$ cat src/rtl/serial_alu_ctrl_pkg.sv
// serial_alu_ctrl_pkg
//   Shared definitions for the bit-serial ALU sequencer and its 1-bit cell.
//   Contents:
//     - ALU_* opcode encodings (3 bits)
//     - sequencer state type (SACTL_IDLE/RUN/DONE, 2 bits)
//     - helpers that map a multi-bit opcode onto the cell
package serial_alu_ctrl_pkg;

    localparam logic [2:0] ALU_ADD  = 3'd0;
    localparam logic [2:0] ALU_SUB  = 3'd1;
    localparam logic [2:0] ALU_ADDC = 3'd2;
    localparam logic [2:0] ALU_AND  = 3'd3;
    localparam logic [2:0] ALU_XOR  = 3'd4;
    localparam logic [2:0] ALU_NOT  = 3'd5;

    typedef enum logic [1:0] {
        SACTL_IDLE = 2'd0,
        SACTL_RUN  = 2'd1,
        SACTL_DONE = 2'd2
    } sactl_state_e;

    // Operations that ripple a carry from bit to bit.
    function automatic logic is_arith(input logic [2:0] op);
        return (op == ALU_ADD) || (op == ALU_SUB) || (op == ALU_ADDC);
    endfunction

    // Multi-bit ADD/SUB/ADDC all run on the cell's full-adder op;
    // everything else is passed straight through.
    function automatic logic [2:0] cell_op(input logic [2:0] op);
        return is_arith(op) ? ALU_ADDC : op;
    endfunction

endpackage

$ cat src/rtl/serial_alu_ctrl_alu.sv
// alu
//   1-bit ALU cell used as the datapath of serial_alu_ctrl.
//   Ports:
//     op   in  3  operation (ALU_*)
//     a    in  1  operand bit A
//     b    in  1  operand bit B
//     cin  in  1  carry in (used by ALU_ADDC)
//     y    out 1  result bit
//     cout out 1  carry out (ALU_ADD/ALU_ADDC), borrow out (ALU_SUB)
//   Undefined opcodes give y=0, cout=0.
module alu
    import serial_alu_ctrl_pkg::*;
(
    input  logic [2:0] op,
    input  logic       a,
    input  logic       b,
    input  logic       cin,
    output logic       y,
    output logic       cout
);

    always_comb begin
        y    = 1'b0;
        cout = 1'b0;
        case (op)
            ALU_ADD: begin
                y    = a ^ b;
                cout = a & b;
            end
            ALU_SUB: begin
                y    = a ^ b;
                cout = ~a & b;
            end
            ALU_ADDC: begin
                y    = a ^ b ^ cin;
                cout = (a & b) | (a & cin) | (b & cin);
            end
            ALU_AND: y = a & b;
            ALU_XOR: y = a ^ b;
            ALU_NOT: y = ~a;
            default: begin
                y    = 1'b0;
                cout = 1'b0;
            end
        endcase
    end

endmodule

$ cat src/rtl/serial_alu_ctrl.sv
// serial_alu_ctrl
//   Bit-serial sequencer driving the 1-bit alu cell over WIDTH-bit operands,
//   one bit per clock, LSB first. Carry is held in a flop between bits.
//   Parameters:
//     WIDTH  operand/result width (>= 2)
//     CNT_W  bit counter width, derived
//   Ports:
//     clk     in   1      system clock, rising edge
//     rst     in   1      asynchronous active-high reset
//     start   in   1      request, accepted only when ready=1
//     opcode  in   3      ALU_* operation
//     op_a    in   WIDTH  operand A, sampled on accepted start
//     op_b    in   WIDTH  operand B, sampled on accepted start
//     ready   out  1      idle, can accept start
//     done    out  1      one-cycle pulse, result/cout valid
//     result  out  WIDTH  result, held until next accepted start
//     cout    out  1      carry / no-borrow flag (0 for logic ops)
//     zero    out  1      result==0 flag (only with SERIAL_ALU_ZERO_FLAG_EN)
//   Optional feature macro: SERIAL_ALU_ZERO_FLAG_EN
module serial_alu_ctrl
    import serial_alu_ctrl_pkg::*;
#(
    parameter  int WIDTH = 8,
    localparam int CNT_W = $clog2(WIDTH)
) (
    input  logic             clk,
    input  logic             rst,
    input  logic             start,
    input  logic [2:0]       opcode,
    input  logic [WIDTH-1:0] op_a,
    input  logic [WIDTH-1:0] op_b,
    output logic             ready,
    output logic             done,
    output logic [WIDTH-1:0] result,
    output logic             cout
`ifdef SERIAL_ALU_ZERO_FLAG_EN
    ,
    output logic             zero
`endif
);

    sactl_state_e     state;
    logic [CNT_W-1:0] cnt;
    logic             carry;
    logic [2:0]       op_q;
    logic [WIDTH-1:0] a_sr;
    logic [WIDTH-1:0] b_sr;
`ifdef SERIAL_ALU_ZERO_FLAG_EN
    logic             any_one;
`endif

    logic cell_b;
    logic cell_y;
    logic cell_co;
    logic last_bit;

    // SUB is A + ~B + 1: invert B here, the +1 comes from the carry preload.
    assign cell_b   = (op_q == ALU_SUB) ? ~b_sr[0] : b_sr[0];
    assign last_bit = (cnt == CNT_W'(WIDTH - 1));

    alu u_alu (
        .op   (cell_op(op_q)),
        .a    (a_sr[0]),
        .b    (cell_b),
        .cin  (carry),
        .y    (cell_y),
        .cout (cell_co)
    );

    always_ff @(posedge clk or posedge rst) begin
        if (rst) begin
            state   <= SACTL_IDLE;
            cnt     <= '0;
            carry   <= 1'b0;
            op_q    <= '0;
            a_sr    <= '0;
            b_sr    <= '0;
            ready   <= 1'b1;
            done    <= 1'b0;
            result  <= '0;
            cout    <= 1'b0;
`ifdef SERIAL_ALU_ZERO_FLAG_EN
            any_one <= 1'b0;
            zero    <= 1'b0;
`endif
        end else begin
            case (state)
                SACTL_IDLE: begin
                    done <= 1'b0;
                    if (start) begin
                        op_q    <= opcode;
                        a_sr    <= op_a;
                        b_sr    <= op_b;
                        result  <= '0;
                        cnt     <= '0;
                        carry   <= (opcode == ALU_SUB);
                        cout    <= 1'b0;
                        ready   <= 1'b0;
`ifdef SERIAL_ALU_ZERO_FLAG_EN
                        any_one <= 1'b0;
                        zero    <= 1'b0;
`endif
                        state   <= SACTL_RUN;
                    end
                end
                SACTL_RUN: begin
                    // Operands shift right so bit i is always at index 0;
                    // result fills from the MSB so bit i lands at index i.
                    result <= {cell_y, result[WIDTH-1:1]};
                    a_sr   <= a_sr >> 1;
                    b_sr   <= b_sr >> 1;
                    cnt    <= cnt + CNT_W'(1);
                    if (is_arith(op_q)) begin
                        carry <= cell_co;
                    end
`ifdef SERIAL_ALU_ZERO_FLAG_EN
                    any_one <= any_one | cell_y;
`endif
                    if (last_bit) begin
                        cout  <= is_arith(op_q) ? cell_co : 1'b0;
`ifdef SERIAL_ALU_ZERO_FLAG_EN
                        zero  <= ~(any_one | cell_y);
`endif
                        done  <= 1'b1;
                        state <= SACTL_DONE;
                    end
                end
                SACTL_DONE: begin
                    done  <= 1'b0;
                    ready <= 1'b1;
                    state <= SACTL_IDLE;
                end
                default: begin
                    done  <= 1'b0;
                    ready <= 1'b1;
                    state <= SACTL_IDLE;
                end
            endcase
        end
    end

endmodule
$ cat config.mk
export PLATFORM = sky130hd
export DESIGN_NAME = serial_alu_ctrl
export DESIGN_NICKNAME = d
export VERILOG_FILES = /design/src/rtl/serial_alu_ctrl_pkg.sv /design/src/rtl/serial_alu_ctrl_alu.sv /design/src/rtl/serial_alu_ctrl.sv
export SDC_FILE = /design/constraint.sdc
export NUM_CORES = 1
export LEC_CHECK = 0
export BUFFER_PORTS_ARGS = -buffer_cell sky130_fd_sc_hd__clkbuf_2
export CORE_ASPECT_RATIO = 0.8
export CORE_MARGIN = 2
export CORE_UTILIZATION = 53
export DETAILED_ROUTE_END_ITERATION = 12
export GPL_ROUTABILITY_DRIVEN = 0
export HOLD_SLACK_MARGIN = 0.15
export PLACE_DENSITY = 0.76
export SYNTH_ARGS = -nofsm -noshare
export SYNTH_HDL_FRONTEND = slang
export SYNTH_SLANG_ARGS = --single-unit
$ cat constraint.sdc
create_clock -name clk -period 3 [get_ports clk]
set_clock_uncertainty 0.2 [all_clocks]
set_input_delay 0.45 -clock clk [delete_from_list [all_inputs] [get_ports clk]]
set_output_delay 0.45 -clock clk [all_outputs]
set_load 0.05 [all_outputs]
; ---- Word level (Yosys, flattened, before mapping)
; Index checks and enable logic that the tools add are counted.
[word_totals]
in_bits = 22
out_inout_bits = 11
elab_cells = 73
ff_bits = 36
[classes]
n_eq_ne = 13
add_sub_neg = 1
n_mux = 25
reduce_logical = 13
n_bitwise = 11
[ops]
columns = op, count
row1 = $pmux 8 s2, 3
row2 = $mux 8, 3
row3 = $eq 3x1->1 const B, 3
row4 = $eq 3x2->1 const B, 3
row5 = $eq 3x3->1 const B, 3
row6 = $mux 1, 8
row7 = $reduce_and 2->1, 4
row8 = $logic_not 3->1, 2
row9 = $mux 3, 2
row10 = $ne 2x2->1 const B, 3
row11 = $pmux 1 s2, 3
row12 = $pmux 3 s2, 1
row13 = $reduce_and 3->1, 2
row14 = $and 1x1->1, 4
row15 = $mux 2, 2
row16 = $pmux 1 s4, 1
row17 = $pmux 2 s2, 1
row18 = $add 3x1->3 const B, 1
row19 = $not 1->1, 3
row20 = $pmux 1 s3, 1
row21 = $reduce_or 3->1, 1
row22 = $eq 2x1->1 const B, 1
row23 = $logic_not 2->1, 1
row24 = $logic_or 1x1->1, 2
row25 = other kinds (3), 5

; ---- Logic depth before layout (Yosys ltp)
[depth]
ltp_word = 9
depth_mapped = 7
depth_no_buf = 7

; ---- By module
; A second synthesis with hierarchy kept.
[unflattened]
cells_unflattened = 185
area_unflattened_um2 = 1784.2
[by_module_without_submodules]
columns = module, seq_area_each_um2, area_per_inst_um2, cells_per_inst, n_inst
row1 = serial_alu_ctrl, 902.1, 1659.1, 168, 1
row2 = alu, 0.0, 125.1, 17, 1

; ---- Worst setup path after synthesis
; OpenSTA, ideal clock, no wires.
[synth_timing]
path_kind = reg-to-reg
from = register op_q[2]
to = register result[7]
arrival_ns = 1.818
t_required_ns = 2.708
path_slack_ns = 0.890
path_buffers = 0
setup_time_ns = 0.092
synth_period_minus_slack_ns = 2.110
stages_incl_launch_ff = 8
cell_sequence = dfrtp_1 nor3b_1 xor2_1 inv_1 fa_1 mux2i_1 o22ai_1 o31ai_2
[synth_via]
elab_chain_cells = 8
word_cells_on_any_way = 19
cone_classes = 7 x eq/ne / 4 x mux / 3 x bitwise / 5 x reduce/logical
[synth_rtl]
columns = item, line_no
row1 = from (decl), serial_alu_ctrl.sv:45  ; logic [2:0] op_q;
row2 = from (signal assigned), serial_alu_ctrl.sv:91  ; op_q <= opcode;
row3 = $eq 3x1->1 / $logic_not 3->1 (equally long branches), "serial_alu_ctrl_pkg.sv:24, serial_alu_ctrl.sv:58"
row4 = $logic_or 1x1->1 (2 in series), serial_alu_ctrl_pkg.sv:24  ; return (op == ALU_ADD) || (op == ALU_SUB) || (op == ALU_ADDC);
row5 = $mux 3, serial_alu_ctrl_pkg.sv:30  ; return is_arith(op) ? ALU_ADDC : op;
row6 = $eq 3x1->1 (tied with other cells), serial_alu_ctrl_alu.sv:25  ; case (op)
row7 = $reduce_or 3->1 (no source line), -
row8 = $pmux 1 s4 (*), serial_alu_ctrl_alu.sv:25
row9 = $pmux 8 s2 (*), serial_alu_ctrl.sv:87  ; case (state)
row10 = to (signal assigned), serial_alu_ctrl.sv:109  ; result <= {cell_y, result[WIDTH-1:1]};
row11 = to (decl), serial_alu_ctrl.sv:34  ; output logic [WIDTH-1:0] result,
; Every way passes the cells marked *; elsewhere a longest branch is shown, timed or not.
; A chain may end at the register's enable or synchronous reset.

; ---- Worst setup path in the final report
; Same ends and word-level chain as after synthesis.

==> metrics.md <==
| Metric | Value |
|---|---|
| TritonCTS clock tree | built |
| Number of library cell types mapped by synthesis | 30 |
| Post-layout minimum cycle time | roughly 2.3 ns |
| Combinational cell fraction of total power | 45.9% |
| Crit. End Element | flip-flop |
| Worst reg2reg startpoint | op_q[2] |
| Cell area after technology mapping | 0.00163 mm^2 |
| Routed vias/inst | about 5.3 |
| Arr. time, crit path | 2.33 ns |
| Final setup viols | 0 |
| CTS sink count | 36 |
| Final number of max-transition violations | 0 |
| Clock latency on the worst-skew pair | 0.28 ns |
| Peak fanout along the critical path | 5 |
| HPWL after DPL | 2170 um |
| Total routed wirelength | 3060 um |
| Share of synthesized area occupied by flip-flops and latches | 55.2% |
| Wire length of the first global-routing pass | around 5200 um |
| Initial antenna violation count | 0 |
| Clock network fraction of total power | 15.9% |
| Count of filler cells inserted in the layout | 233 |
| Final Hold Viols | 0 |
| First-pass iteration count of the detailed router | 5 |
| Net count reported at finish | 206 |
| F_max | approximately 430 MHz |
| Switching power | 0.918 mW |
| Overflow left after global routing | 0 |
| Switching part of the total power | 41.9% |
| Required arrival time at the worst endpoint | about 3.0 ns |
| Post-cts repair resize count | 0 |
| Count of cells along the worst register-to-register path | 7 |
| Fin worst setup slack | ~0.66 ns |
| Endpoint of the worst register-to-register path | result[7] |
| Clock transition time at the flip-flop clock pins of the worst setup and hold paths | 0.07 ns |
| Critical path class | reg -> reg |
| H-tree levels | 2 |
| Setup total negative slack | 0 ns |
| Final Power | 2.19 mW |
| IR drop worst, VDD | 0.595 mV |
| Reg-to-reg slack, setup | 0.66 ns |
| Cell depth of the worst min-delay path | 2 |
| Maximum number of pins on one net before global-route repair | 37 |
| Result of the run | complete, no violations |
| Power share of the sequential group | roughly two fifths |
| Routed wire length per instance | 14.0 um |
| Total of flip-flops plus latches after synthesis | 36 |
| Pre-CTS setup slack | 0.668 ns |
| Startpoint of the tightest hold check path | op_a[7] |
| End of the worst hold path | a_sr[7] |
| Fraction of final layout cells sized beyond drive strength 1 | 26.1% |
| Warning count from the yosys run | 0 |
| Nets in the synthesized netlist | 170 |
| Deepest clock path buffer count | 2 |
| # port buffers | 32 |
| Placed inst area | 0.00182 mm^2 |
| Mean post-synth cell area | 11.4 um^2 |
| Initial Utilization | a little under three fifths |
| Headroom to the max-slew limit | about 57% |
| Tot GR Track Use | 20.3% |
| Die extent in x | 66.1 um |
| Kind of start point of the critical path | flip-flop |
| Cells after synthesis | 143 |
| First DRT Iteration DRCs | 48 |
| Full die area | 0.00354 mm^2 |
| Routed via count | roughly 1,100 |
| RSZ-0062 raised after global routing | no |
| Total I/O pin count | 33 |
| Areal power density over the cells | 1140 mW/mm^2 |
| Number of antenna cells inserted | 0 |
| Post-CTS Repair Setup Buffers | 0 |
| Via count of the first global-routing pass | 1,134 |
| Core region area | 0.00285 mm^2 |
| Worst Hold Class | in -> reg |
| Area added between synthesis and finish | 17.8% |
| Vertical extent of the die | 53.6 um |
| Crit share post-route | 77.9% |
| Max-cap viol count | 0 |
| Static Leakage | about 1 nW |
| Worst Tran Pin Value | 0.644 ns |
| Total of hold buffers inserted after clock tree synthesis | 1 |
| Number of DRC violations after detailed routing | 0 |
| Final design instance area without fill | just under 0.002 mm^2 |
| Clock buffer count from CTS | 5 |
| Root Driver | sky130_fd_sc_hd__clkbuf_8 |
| Post-route ant nets | 0 |
| Number of standard-cell rows in the floorplan | 17 |
| Cell-internal power | 1.27 mW |
## how the worst max path moves through the flow
stage | slack, ns | end | cells past startpoint | from
after floorplan | 0.89 | result[7] | 7 | op_q[2]
after global placement | 0.85 | result[7] | 7 | op_q[2]
after detailed placement | 0.67 | result[7] | 7 | op_q[2]
after CTS | 0.65 | result[7] | 7 | op_q[2]
after global routing | 0.47 | result[7] | 7 | op_q[2]
final | 0.66 | result[7] | 7 | op_q[2]
## layout by cell type (no fill, tap or decap)
master and n:
sky130_fd_sc_hd__nand2b_1 1, sky130_fd_sc_hd__dlygate4sd3_1 1, sky130_fd_sc_hd__o22ai_1 1, sky130_fd_sc_hd__mux2i_1 14
sky130_fd_sc_hd__dfrtp_1 35, sky130_fd_sc_hd__clkbuf_1 2, sky130_fd_sc_hd__o21ai_1 10, sky130_fd_sc_hd__mux2_2 1
sky130_fd_sc_hd__ha_1 4, sky130_fd_sc_hd__and3b_1 1, sky130_fd_sc_hd__buf_4 3, sky130_fd_sc_hd__mux2_1 1
sky130_fd_sc_hd__o31ai_2 1, sky130_fd_sc_hd__a311o_1 1, sky130_fd_sc_hd__nor3b_1 3, sky130_fd_sc_hd__and2_1 1
sky130_fd_sc_hd__o32ai_1 1, sky130_fd_sc_hd__nand3_1 3, sky130_fd_sc_hd__dfstp_2 1, sky130_fd_sc_hd__clkbuf_2 32
sky130_fd_sc_hd__nor2_1 7, sky130_fd_sc_hd__nand2_1 18, sky130_fd_sc_hd__xor2_1 1, sky130_fd_sc_hd__nor2b_2 1
sky130_fd_sc_hd__buf_12 1, sky130_fd_sc_hd__a22o_1 11, sky130_fd_sc_hd__fa_1 1, sky130_fd_sc_hd__clkbuf_8 6
sky130_fd_sc_hd__o21ai_0 7, sky130_fd_sc_hd__o21bai_2 1, sky130_fd_sc_hd__inv_1 6, sky130_fd_sc_hd__a21oi_1 3
## cell families (layout without fill, tap and decap cells)
family | Yosys count | in the layout | synth area share [%]
AO/OA/AOI/OAI | 36 | 36 | 14.8
XOR/XNOR | 1 | 1 | 0.536
adder cells (fa/ha/maj) | 5 | 5 | 4.29
buffers and inverters | 14 | 51 | 5.29
flip-flops | 36 | 36 | 55.2
multiplexers | 16 | 16 | 9.96
AND/OR/NAND/NOR | 35 | 35 | 9.89
## power by group through the flow
| stage | clock (mW) | combinational (mW) | sequential [mW] |
|---|---|---|---|
| after floorplan | 0 | 0.622 | 1.05 |
| after global placement | 0 | 0.957 | 0.833 |
| after detailed placement | 0 | 1.01 | 0.847 |
| after CTS | 0.361 | 1.02 | 0.838 |
| after global routing | 0.381 | 1.10 | 0.863 |
| final | 0.348 | 1.01 | 0.838 |
## final cells by class
cell class,instances,area [um^2],share of cell area (%)
flip-flops and latches,36,902,46.9
repair buffers,37,213,11.1
inverters,6,22.5,1.17
multi-input cells,93,648,33.7
well taps,38,47.5,2.47
clock buffers,8,90.1,4.68
## layer usage
| metal | part of all wire, % | global-route usage [%] | vias to the layer above | wire length (um) |
|---|---|---|---|---|
| li1 | - | - | 568 | - |
| met1 | 49 | 26.2 | 553 | 1490 |
| met2 | 46 | 32.7 | 23 | 1390 |
| met3 | 4.3 | 7.53 | 5 | 132 |
| met4 | 1.1 | 6.12 | 0 | 35 |
| met5 | 0 | 0 | - | 0 |
## synthesized netlist by cell type (all sizes together)
| library cell | instances | area (um^2) |
|---|---|---|
| inv | 6 | 22.5 |
| mux2i | 14 | 140 |
| nor2 | 7 | 26.3 |
| o22ai | 1 | 6.26 |
| o31ai | 1 | 12.5 |
| mux2 | 2 | 22.5 |
| nand3 | 3 | 15.0 |
| ha | 4 | 50.1 |
| xor2 | 1 | 8.76 |
| a22o | 11 | 96.3 |
| dfrtp | 35 | 876 |
| nand2 | 18 | 67.6 |
| o32ai | 1 | 8.76 |
| nor2b | 1 | 8.76 |
| nand2b | 1 | 6.26 |
| a21oi | 3 | 15.0 |
| and3b | 1 | 8.76 |
| o21ai | 17 | 85.1 |
| nor3b | 3 | 22.5 |
| dfstp | 1 | 26.3 |
| buf | 8 | 63.8 |
| o21bai | 1 | 7.51 |
| a311o | 1 | 10.0 |
| fa | 1 | 20.0 |
| and2 | 1 | 6.26 |
## state kept, by name (all words and copies together), names as in the netlist, 2 cells and up
signal and flops:
a_sr 8, b_sr 8, cnt 3, op_q 3, result 8, state 2
## critical path, cell delays in order, from the launching register on
cell,delay [ns]
sky130_fd_sc_hd__dfrtp_1,0.43
sky130_fd_sc_hd__nor3b_1,0.26
sky130_fd_sc_hd__xor2_1,0.27
sky130_fd_sc_hd__inv_1,0.09
sky130_fd_sc_hd__fa_1,0.46
sky130_fd_sc_hd__mux2i_1,0.16
sky130_fd_sc_hd__o22ai_1,0.12
sky130_fd_sc_hd__o31ai_2,0.26
## per-stage QoR
stage,hold slack [ns],cells,utilization [%]
global route,0.199,218,67.5
finish,0.198,218,67.5
floorplan,0.249,143,-
global placement,0.263,209,64.0
CTS,0.189,218,67.5
detailed placement,0.278,209,64.0
No activity file was read; power rests on OpenSTA's default activity.
